`src/rtl/var_bw_div_if.sv`:
```
// Valid/ready operand and result bundle for var_bw_div.
interface var_bw_div_if #(
    parameter int WIDTH = 16
);
    logic             in_valid;
    logic             in_ready;
    logic             para_mode;
    logic [WIDTH-1:0] a;
    logic [WIDTH-1:0] b;
    logic             out_valid;
    logic             out_ready;
    logic [WIDTH-1:0] q;
    logic [WIDTH-1:0] r;

    modport master (
        output in_valid, para_mode, a, b, out_ready,
        input  in_ready, out_valid, q, r
    );

    modport slave (
        input  in_valid, para_mode, a, b, out_ready,
        output in_ready, out_valid, q, r
    );
endinterface

```
`src/rtl/var_bw_div.sv`:
```
// Iterative restoring divider: one WIDTH-bit or two WIDTH/2-bit lanes.
// Optional VAR_BW_DIV_DBZ_EN adds a registered per-lane divide-by-zero flag.
module var_bw_div #(
    parameter int WIDTH = 16
) (
    input  logic        clk,
    input  logic        rst,
    var_bw_div_if.slave bus
`ifdef VAR_BW_DIV_DBZ_EN
    ,
    output logic [1:0]  dbz
`endif
);
    localparam int H  = WIDTH / 2;
    localparam int CW = $clog2(WIDTH + 1);

    typedef enum logic [1:0] {IDLE, BUSY, DONE} state_t;

    state_t           state;
    state_t           state_n;
    logic [CW-1:0]    cnt;
    logic             mode;
    logic [WIDTH-1:0] rem;
    logic [WIDTH-1:0] dvd;
    logic [WIDTH-1:0] dvs;
    logic [WIDTH-1:0] rem_n;
    logic [WIDTH-1:0] dvd_n;
    logic             last;

    logic [WIDTH:0]   sh_f;
    logic [WIDTH-1:0] df_f;
    logic             ge_f;
    logic [H:0]       sh_h;
    logic [H-1:0]     df_h;
    logic             ge_h;
    logic [H:0]       sh_l;
    logic [H-1:0]     df_l;
    logic             ge_l;

    assign bus.in_ready  = (state == IDLE);
    assign bus.out_valid = (state == DONE);
    assign last          = (cnt == CW'(1));

    // Quotient bits shift into the low end of dvd as the dividend shifts out.
    always_comb begin
        sh_f = {rem, dvd[WIDTH-1]};
        ge_f = (sh_f >= {1'b0, dvs});
        df_f = sh_f[WIDTH-1:0] - dvs;
        sh_h = {rem[WIDTH-1:H], dvd[WIDTH-1]};
        ge_h = (sh_h >= {1'b0, dvs[WIDTH-1:H]});
        df_h = sh_h[H-1:0] - dvs[WIDTH-1:H];
        sh_l = {rem[H-1:0], dvd[H-1]};
        ge_l = (sh_l >= {1'b0, dvs[H-1:0]});
        df_l = sh_l[H-1:0] - dvs[H-1:0];
        if (mode) begin
            rem_n = {ge_h ? df_h : sh_h[H-1:0],
                     ge_l ? df_l : sh_l[H-1:0]};
            dvd_n = {dvd[WIDTH-2:H], ge_h, dvd[H-2:0], ge_l};
        end else begin
            rem_n = ge_f ? df_f : sh_f[WIDTH-1:0];
            dvd_n = {dvd[WIDTH-2:0], ge_f};
        end
    end

    always_ff @(posedge clk) begin
        if (rst) state <= IDLE;
        else     state <= state_n;
    end

    always_comb begin
        state_n = state;
        unique case (state)
            IDLE:    if (bus.in_valid)  state_n = BUSY;
            BUSY:    if (last)          state_n = DONE;
            DONE:    if (bus.out_ready) state_n = IDLE;
            default: state_n = IDLE;
        endcase
    end

    always_ff @(posedge clk) begin
        if (rst) begin
            cnt   <= '0;
            mode  <= 1'b0;
            rem   <= '0;
            dvd   <= '0;
            dvs   <= '0;
            bus.q <= '0;
            bus.r <= '0;
`ifdef VAR_BW_DIV_DBZ_EN
            dbz   <= 2'b00;
`endif
        end else begin
            if (state == IDLE && bus.in_valid) begin
                dvd  <= bus.a;
                dvs  <= bus.b;
                mode <= bus.para_mode;
                rem  <= '0;
                cnt  <= bus.para_mode ? CW'(H) : CW'(WIDTH);
            end
            if (state == BUSY) begin
                rem <= rem_n;
                dvd <= dvd_n;
                cnt <= cnt - CW'(1);
                if (last) begin
                    bus.q <= dvd_n;
                    bus.r <= rem_n;
`ifdef VAR_BW_DIV_DBZ_EN
                    dbz <= mode ? {dvs[WIDTH-1:H] == '0, dvs[H-1:0] == '0}
                                : {2{dvs == '0}};
`endif
                end
            end
        end
    end
endmodule

```
`src/flat_wrapper.sv`:
```
// flat-port wrapper written by rule: the top's interface ports become plain ports
module var_bw_div_flat 
#(
    parameter int WIDTH = 16
)
  (clk, rst, bus_in_valid, bus_para_mode, bus_a, bus_b, bus_out_ready, bus_in_ready, bus_out_valid, bus_q, bus_r);
  var_bw_div_if #(.WIDTH(WIDTH)) bus_i ();
  input  logic clk;
  input  logic rst;
  input wire logic [$bits(bus_i.in_valid)-1:0] bus_in_valid;
  input wire logic [$bits(bus_i.para_mode)-1:0] bus_para_mode;
  input wire logic [$bits(bus_i.a)-1:0] bus_a;
  input wire logic [$bits(bus_i.b)-1:0] bus_b;
  input wire logic [$bits(bus_i.out_ready)-1:0] bus_out_ready;
  output wire logic [$bits(bus_i.in_ready)-1:0] bus_in_ready;
  output wire logic [$bits(bus_i.out_valid)-1:0] bus_out_valid;
  output wire logic [$bits(bus_i.q)-1:0] bus_q;
  output wire logic [$bits(bus_i.r)-1:0] bus_r;
  assign bus_i.in_valid = bus_in_valid;
  assign bus_i.para_mode = bus_para_mode;
  assign bus_i.a = bus_a;
  assign bus_i.b = bus_b;
  assign bus_i.out_ready = bus_out_ready;
  assign bus_in_ready = bus_i.in_ready;
  assign bus_out_valid = bus_i.out_valid;
  assign bus_q = bus_i.q;
  assign bus_r = bus_i.r;
  var_bw_div #(.WIDTH(WIDTH)) u_core (.clk(clk), .rst(rst), .bus(bus_i));
endmodule
```
`config.mk`:
```
export PLATFORM = sky130hd
export DESIGN_NAME = var_bw_div_flat
export DESIGN_NICKNAME = d
export VERILOG_FILES = /design/src/rtl/var_bw_div_if.sv /design/src/rtl/var_bw_div.sv /design/src/flat_wrapper.sv
export SDC_FILE = /design/constraint.sdc
export NUM_CORES = 1
export LEC_CHECK = 0
export CORE_MARGIN = 8
export CORE_UTILIZATION = 45
export CTS_CLUSTER_DIAMETER = 30
export CTS_CLUSTER_SIZE = 10
export DETAILED_ROUTE_END_ITERATION = 10
export PLACE_DENSITY = 0.73
export SLEW_MARGIN = 25
export SYNTH_ARGS = -nofsm -noshare
export SYNTH_HDL_FRONTEND = slang
export SYNTH_SLANG_ARGS = --single-unit
```
`constraint.sdc`:
```
create_clock -name clk -period 3.7 [get_ports clk]
set_input_delay 0.37 -clock clk [delete_from_list [all_inputs] [get_ports clk]]
set_output_delay 0.37 -clock clk [all_outputs]
set_load 0.005 [all_outputs]
```
==> impl_results.md, run 1 <==
* Max-cap violations at 0
* Via density per instance at about 6
* Tcrit/Tclk final at 0.834
* Least-Margin Pin Slew at around 0.99 ns
* Clk sink count at 88
* Setup bufs post-CTS at 0
* Power per cell area at 872 nW/um^2
* I/O Buffers at 70
* Area Growth Syn to Fin at 20.3%
* Initial antenna violation count at 0
* DR iter-0 viols at 378
* Initial Utilization at 0.453
* Crit path buffers/inverters at 2
* Cell row count at 39
* Core area at 11200 um^2
* Place WS at approximately 0.67 ns
* Routability Congestion at 0.943
* Synth area leaders: dfxtp_1 35%, nand2_1 8.8%, a21oi_1 6.7%
* Nets at 750
* Startpoint Class: register
* Max Slew Vio Count at 0
* Dpl hpwl at 10800 um
* Status: complete, no violations
* Antenna diodes at 0
* Distinct cells, synth at 67
* DR WL/cell at 17.8 um
* Number of cells produced by synthesis at 650
* Async set or reset register ratio after synthesis at 0
* Clock Tree Root: clkbuf_16
* Worst Reg-to-Reg Cells at 12
* Type of the worst setup path: register to register
* Hold_ws at between 0.4 and 0.5 ns
* RSZ-0062 raised after global routing: false
* Max Clk Rate at 324 MHz
* CTS clk-pin slew, worst paths at 0.07 ns
* Syn Area/Cell at about 7.8 um^2
* CTS Buf Count at 9
* Post-CTS Resized at 0
* Number of fill cells at 1063
* Post-synth EDFFs at 0
* Post-route ant nets at 0
* Crit path max fanout at 5
* Final setup vio count at 0
* CTS max path bufs at 2
* Main synth FF type: dfxtp_1
* Count leader, synth: nand2_1
* I/O pin cnt at 71
* Maximum VDD drop at between 0.0005 and 0.0006 V
* Via Count at 5000
* Gr ovfl total at 0
* Max incr delay on CP at 0.46 ns
* Layout cells sized above 1 at 0.0633
* Post-route DRC at 0
* Data required, critical path at 3.90 ns
* Placement Cell Area at 5800 um^2
* Post-layout util at 0.544
* WHS Path Cells at 2
* Hold-fix buffers, CTS at 0
* Synth Cell Area at between 5000 and 6000 um^2
* Setup crit end kind: register
* DR pass1 iterations at 5
* Final worst-path setup slack at 0.614 ns
* Worst r2r src: u_core.dvd[15]
* Setup Skew at 0.00999 ns
* Reg-to-reg slack, setup at ~0.61 ns
* Slowest cell on the critical path: fa_1
* Hold endpoint: u_core.cnt[0]
* Die width at ~120 um
* Area leader, netlist: dfxtp_1
* Final hold vios at 0
* Hold crit path type: primary input to register
* Register area share after synthesis at 0.347
* Worst-skew pair later-pin latency at 0.35 ns
* First-pass GRT wire length at 24100 um
* Syn Nets at 710
* TritonCTS clock tree: done
* Arrival @ worst endpoint at ~3.3 ns
* Hold Crit Start: rst
* Chip height at ~120 um
* Yosys warnings at 0
* Setup TNS at 0 ns
* Synth Register Bits at ~90
* Vias in the first global route at 4807
* Yosys top cell area share at 0.347
* Die area at between 10000 and 15000 um^2
* Static leakage at 2.23 nW
* Slew HR at 0.337
* Finished Cell Area at 6110 um^2
* R2r endpoint: u_core.bus.r[12]
* Commonest cells in the netlist: 119 x nand2_1, 88 x dfxtp_1, 68 x a21oi_1, 50 x nor2_1, 33 x clkbuf_1
* CP Cell Sequence: inv_1 -> ha_1 -> inv_1 -> fa_1 -> a211oi_1 -> o211ai_1 -> a31o_2 -> a21oi_1 -> o21ai_0 -> xor2_1 -> a221oi_1 -> a211oi_1
* Critical path's top delay family: compound AO/OA/AOI/OAI gates
* GR Util All Layers at 0.201
* Min cycle time layout at 3.09 ns
* Routed wire length at between 10000 and 15000 um
* Htree depth at 3
* Pin count of the biggest net entering global routing at 67
[stage by stage]
step                      total power, mW  instances
after detailed placement             4.31        822
after global routing                 5.69        838
after CTS                            5.29        838
final                                5.33        838
after global placement               4.28        822
after floorplan                      3.65        650
[how the worst max path moves through the flow]
stage	startpoint	end	slack [ns]	depth (start not counted)
final	u_core.dvd[15]	u_core.bus.r[12]	0.61	12
after global routing	u_core.dvd[15]	u_core.bus.r[12]	0.37	12
after CTS	u_core.dvd[15]	u_core.bus.r[12]	0.66	12
after detailed placement	u_core.dvd[15]	u_core.bus.r[12]	0.67	12
after global placement	u_core.dvd[15]	u_core.bus.r[12]	0.77	12
after floorplan	u_core.dvd[15]	u_core.bus.r[12]	1.04	12
[layout by cell type (no fill, tap or decap), types with 4 or more instances in the layout]
| master | instances |
|---|---|
| dfxtp_1 | 88 |
| o22ai_1 | 7 |
| nand3b_1 | 10 |
| ha_1 | 20 |
| a311oi_1 | 22 |
| nor2_1 | 50 |
| buf_4 | 9 |
| a22oi_1 | 7 |
| a21oi_1 | 68 |
| nand2b_1 | 6 |
| and3_1 | 4 |
| a211oi_1 | 10 |
| inv_1 | 30 |
| and2_1 | 8 |
| clkbuf_16 | 9 |
| a21o_1 | 6 |
| xor2_1 | 5 |
| a31oi_1 | 6 |
| mux2i_1 | 4 |
| o211ai_1 | 4 |
| nor2b_1 | 6 |
| nor3_1 | 6 |
| o31ai_1 | 8 |
| xnor2_1 | 9 |
| nand2_1 | 119 |
| nand4b_1 | 10 |
| o21ai_0 | 30 |
| clkdlybuf4s50_1 | 69 |
[worst register-to-register path, delay by kind of cell, from the launching register on]
family                     cells  cell delay [ns]
AOI/OAI and AO/OA              7             1.65
DFF                            1             0.33
buffers and inverters          2             0.16
adders and majority gates      2             0.64
xor gates and xnor gates       1             0.17
[state kept, by name, summed over array words and instances, names as in the netlist]
register      cells
u_core.mode       1
u_core.dvs       16
u_core.state      2
u_core.bus.q     16
u_core.rem       16
u_core.dvd       16
u_core.bus.r     16
u_core.cnt        5
[kinds of logic after synthesis]
| kind of cell | after synthesis | share of synthesized area |
|---|---|---|
| multiplexers | 7 | 0.0145 |
| AND/OR/NAND/NOR | 237 | 0.220 |
| flip-flops | 88 | 0.347 |
| buffers and inverters | 80 | 0.0662 |
| XOR/XNOR | 14 | 0.0241 |
| AO/OA/AOI/OAI | 201 | 0.267 |
| adder cells (fa/ha/maj) | 23 | 0.0611 |
[per-layer routing]
metal	track usage	up-vias	share of wire
li1	-	2397	-
met1	0.254	2400	0.44
met2	0.329	166	0.48
met3	0.0285	37	0.044
met4	0.103	0	0.033
met5	0	-	0
[where the power goes]
group          switching, mW  total, mW  internal, mW
Sequential             0.125       1.19          1.06
Combinational           1.89       3.17          1.28
Clock                  0.414      0.967         0.553
[cell type report]
class / count / area (um^2) / area share
Sequential cell: 88 / 1760 / 0.288
Multi-Input combinational cell: 482 / 2980 / 0.488
Timing Repair Buffer: 79 / 763 / 0.125
Clock buffer: 10 / 239 / 0.0391
Inverter: 30 / 113 / 0.0184
Clock inverter: 6 / 72.6 / 0.0119
Tap cell: 143 / 179 / 0.0293
Power figures use the tool's default switching activity.
==> inputs of run 2 (changes only) <==
--- a/config.mk
+++ b/config.mk
@@ -10,7 +10,7 @@
 export CTS_CLUSTER_DIAMETER = 30
 export CTS_CLUSTER_SIZE = 10
 export DETAILED_ROUTE_END_ITERATION = 10
-export PLACE_DENSITY = 0.73
+export PLACE_DENSITY = 0.75
 export SLEW_MARGIN = 25
 export SYNTH_ARGS = -nofsm -noshare
 export SYNTH_HDL_FRONTEND = slang
==> constraint.sdc (replaced) <==
create_clock -name clk -period 2.65 [get_ports clk]
set_input_delay 0.265 -clock clk [delete_from_list [all_inputs] [get_ports clk]]
set_output_delay 0.265 -clock clk [all_outputs]
set_load 0.005 [all_outputs]
==> impl_results.md, run 2 (synthesis results as in run 1) <==
* CTS Buf Count at 9 (unchanged)
* Core area at 11200 um^2 (unchanged)
* Tcrit/Tclk final at 0.990 (+0.156)
* Via Count at 5401 (+8.0%)
* Final setup vio count at 0 (unchanged)
* Antenna diodes at 0 (unchanged)
* Comb power frac at 0.685 (+0.090)
* Initial Utilization at 0.453 (unchanged)
* Cell row count at 39 (unchanged)
* Post-Layout Cell Count at 914 (+9.1%)
* Dpl hpwl at 12100 um (+12%)
* Max Clk Rate at 381 MHz (+18%)
* Least-Margin Pin Slew at 0.652 ns (-0.341 ns)
* DR WL/cell at 18.3 um (+2.5%)
* Power per cell area at 1330 nW/um^2 (+52%)
* Gr ovfl total at 0 (unchanged)
* Startpoint Class: register
* I/O Buffers at 70 (unchanged)
* Hold-fix buffers, CTS at 0 (unchanged)
* Crit path max fanout at 2 (-3)
* Layout cells sized above 1 at 0.211 (+0.148)
* WHS Path Cells at 2 (unchanged)
* Area Growth Syn to Fin at 36.6%
* Worst path depth at 13 (+1)
* Setup Skew at 0.00578 ns (-0.00421 ns)
* Switching share of power at 0.434 (-0.0227)
* Vias in the first global route at 5225 (+8.7%)
* RSZ-0062 raised after global routing: true
* First-pass GRT wire length at 26100 um (+8.4%)
* DR iter-0 viols at 347 (-8.2%)
* Max Slew Vio Count at 0 (unchanged)
* Slew HR at 0.565 (+0.228)
* Pin count of the biggest net entering global routing at 43 (-36%)
* Data required, critical path at 2.87 ns (-1.03 ns)
* Post-route ant nets at 0 (unchanged)
* Most common cell after layout, fill and taps aside: nand2_1
* Initial antenna violation count at 0 (unchanged)
* Min cycle time layout at 2.62 ns (-0.462 ns)
* Most frequent cells in the layout: 118 x nand2_1, 82 x dfxtp_1, 80 x buf_4, 69 x clkdlybuf4s50_1, 62 x a21oi_1
* Worst-skew pair later-pin latency at 0.35 ns (about the same)
* Power Internal at 5.21 mW (+80%)
* Die width at 122 um (unchanged)
* CP dominant cell by count: inv_2
* TritonCTS clock tree: done
* Setup crit end kind: register
* Reg power frac at 0.181 (-0.042)
* Clk sink count at 88 (unchanged)
* DR pass1 iterations at 5 (unchanged)
* Max-cap violations at 0 (unchanged)
* Max incr delay on CP at 0.41 ns (-0.05 ns)
* CTS max path bufs at 2 (unchanged)
* Maximum VDD drop at 0.000812 V (+56%)
* Final worst-path setup slack at 0.0261 ns (-0.588 ns)
* Die area at 14900 um^2 (unchanged)
* Arrival @ worst endpoint at 2.84 ns (-0.45 ns)
* Via density per instance at 5.91 (-0.96%)
* Critical path's top delay family: compound AO/OA/AOI/OAI gates
* Routed wire length at 16700 um (+12%)
* Post-route DRC at 0 (unchanged)
* Number of fill cells at 998 (-6.1%)
* Clk pwr share at 0.134 (-0.048)
* Routability Congestion at 0.974 (+3.3%)
* Static leakage at 2.63 nW (+18%)
* CP Cell Sequence: inv_2 -> ha_4 -> inv_2 -> fa_2 -> a211oi_2 -> o211ai_1 -> a31o_2 -> a21oi_2 -> buf_4 -> xnor2_1 -> mux2_4 -> o21ai_2 -> o21ai_1
* Sw Pwr at 3.99 mW (+64%)
* Slowest cell on the critical path: fa_2
* Hold crit path type: primary input to register
* Chip height at 122 um (unchanged)
* Clock Tree Root: clkbuf_16
* Final hold vios at 0 (unchanged)
* I/O pin cnt at 71 (unchanged)
* GR Util All Layers at 0.219 (+0.0179)
* Type of the worst setup path: register to register
* Place WS at -0.113 ns (-0.787 ns)
* Placed Cells at 889 (+8.2%)
* Status: complete, no violations
* CTS clk-pin slew, worst paths at 0.07 ns (about the same)
* Nets at 826 (+10%)
* Htree depth at 3 (unchanged)
* Crit path buffers/inverters at 3 (+1)
* Worst Reg-to-Reg Cells at 13 (+1)
run 2: final timing paths:
kind	start	to	slack [ns]
setup / recovery	u_core.dvd[15]	u_core.bus.r[10]	0.03
hold / removal	rst	u_core.dvs[8]	0.43
setup reg to reg	u_core.dvd[15]	u_core.bus.r[10]	0.03
hold reg to reg	u_core.bus.q[8]	u_core.bus.q[8]	0.45
run 2: per-stage QoR:
stage                      util  hold WS (ns)  instance area [um^2]  power (mW)  setup TNS (ns)
after detailed placement  0.564         0.446                  6330        7.05          -0.427
final                     0.618         0.426                  6940        9.20               0
after CTS                 0.593         0.409                  6660        8.44         -0.0326
after global routing      0.618         0.457                  6940        9.76          -0.528
after floorplan               -         0.401                  5090        5.10               0
after global placement    0.564         0.445                  6330        6.96               0
run 2: final cells by class:
class / instances / area [um^2] / area share
multi-input combinational: 482 / 3220 / 0.464
sequential: 88 / 1770 / 0.255
timing repair buffer: 155 / 1380 / 0.199
clock buffer: 10 / 229 / 0.0330
tap: 143 / 179 / 0.0258
inverter: 30 / 113 / 0.0162
clock inverter: 6 / 51.3 / 0.00739
run 2: power by group through the flow:
stage	Clock (mW)	Sequential [mW]	Combinational [mW]
detailed placement	0	1.66	5.39
global route	1.30	1.67	6.78
CTS	1.24	1.63	5.56
global placement	0	1.65	5.30
floorplan	0	1.62	3.48
finish	1.23	1.66	6.31
run 2: timing repair:
item / CTS / global route
setup buffers: 1 / 8
gates resized for setup: 9 / 47
setup endpoints to repair: 7 / 32
pin swaps: 9 / 23
run 2: metal layers:
layer | wire (um) | up-vias | global-route usage
li1 | - | 2555 | -
met1 | 7070 | 2627 | 0.267
met2 | 8280 | 181 | 0.370
met3 | 840 | 38 | 0.0354
met4 | 522 | 0 | 0.104
met5 | 0 | - | 0
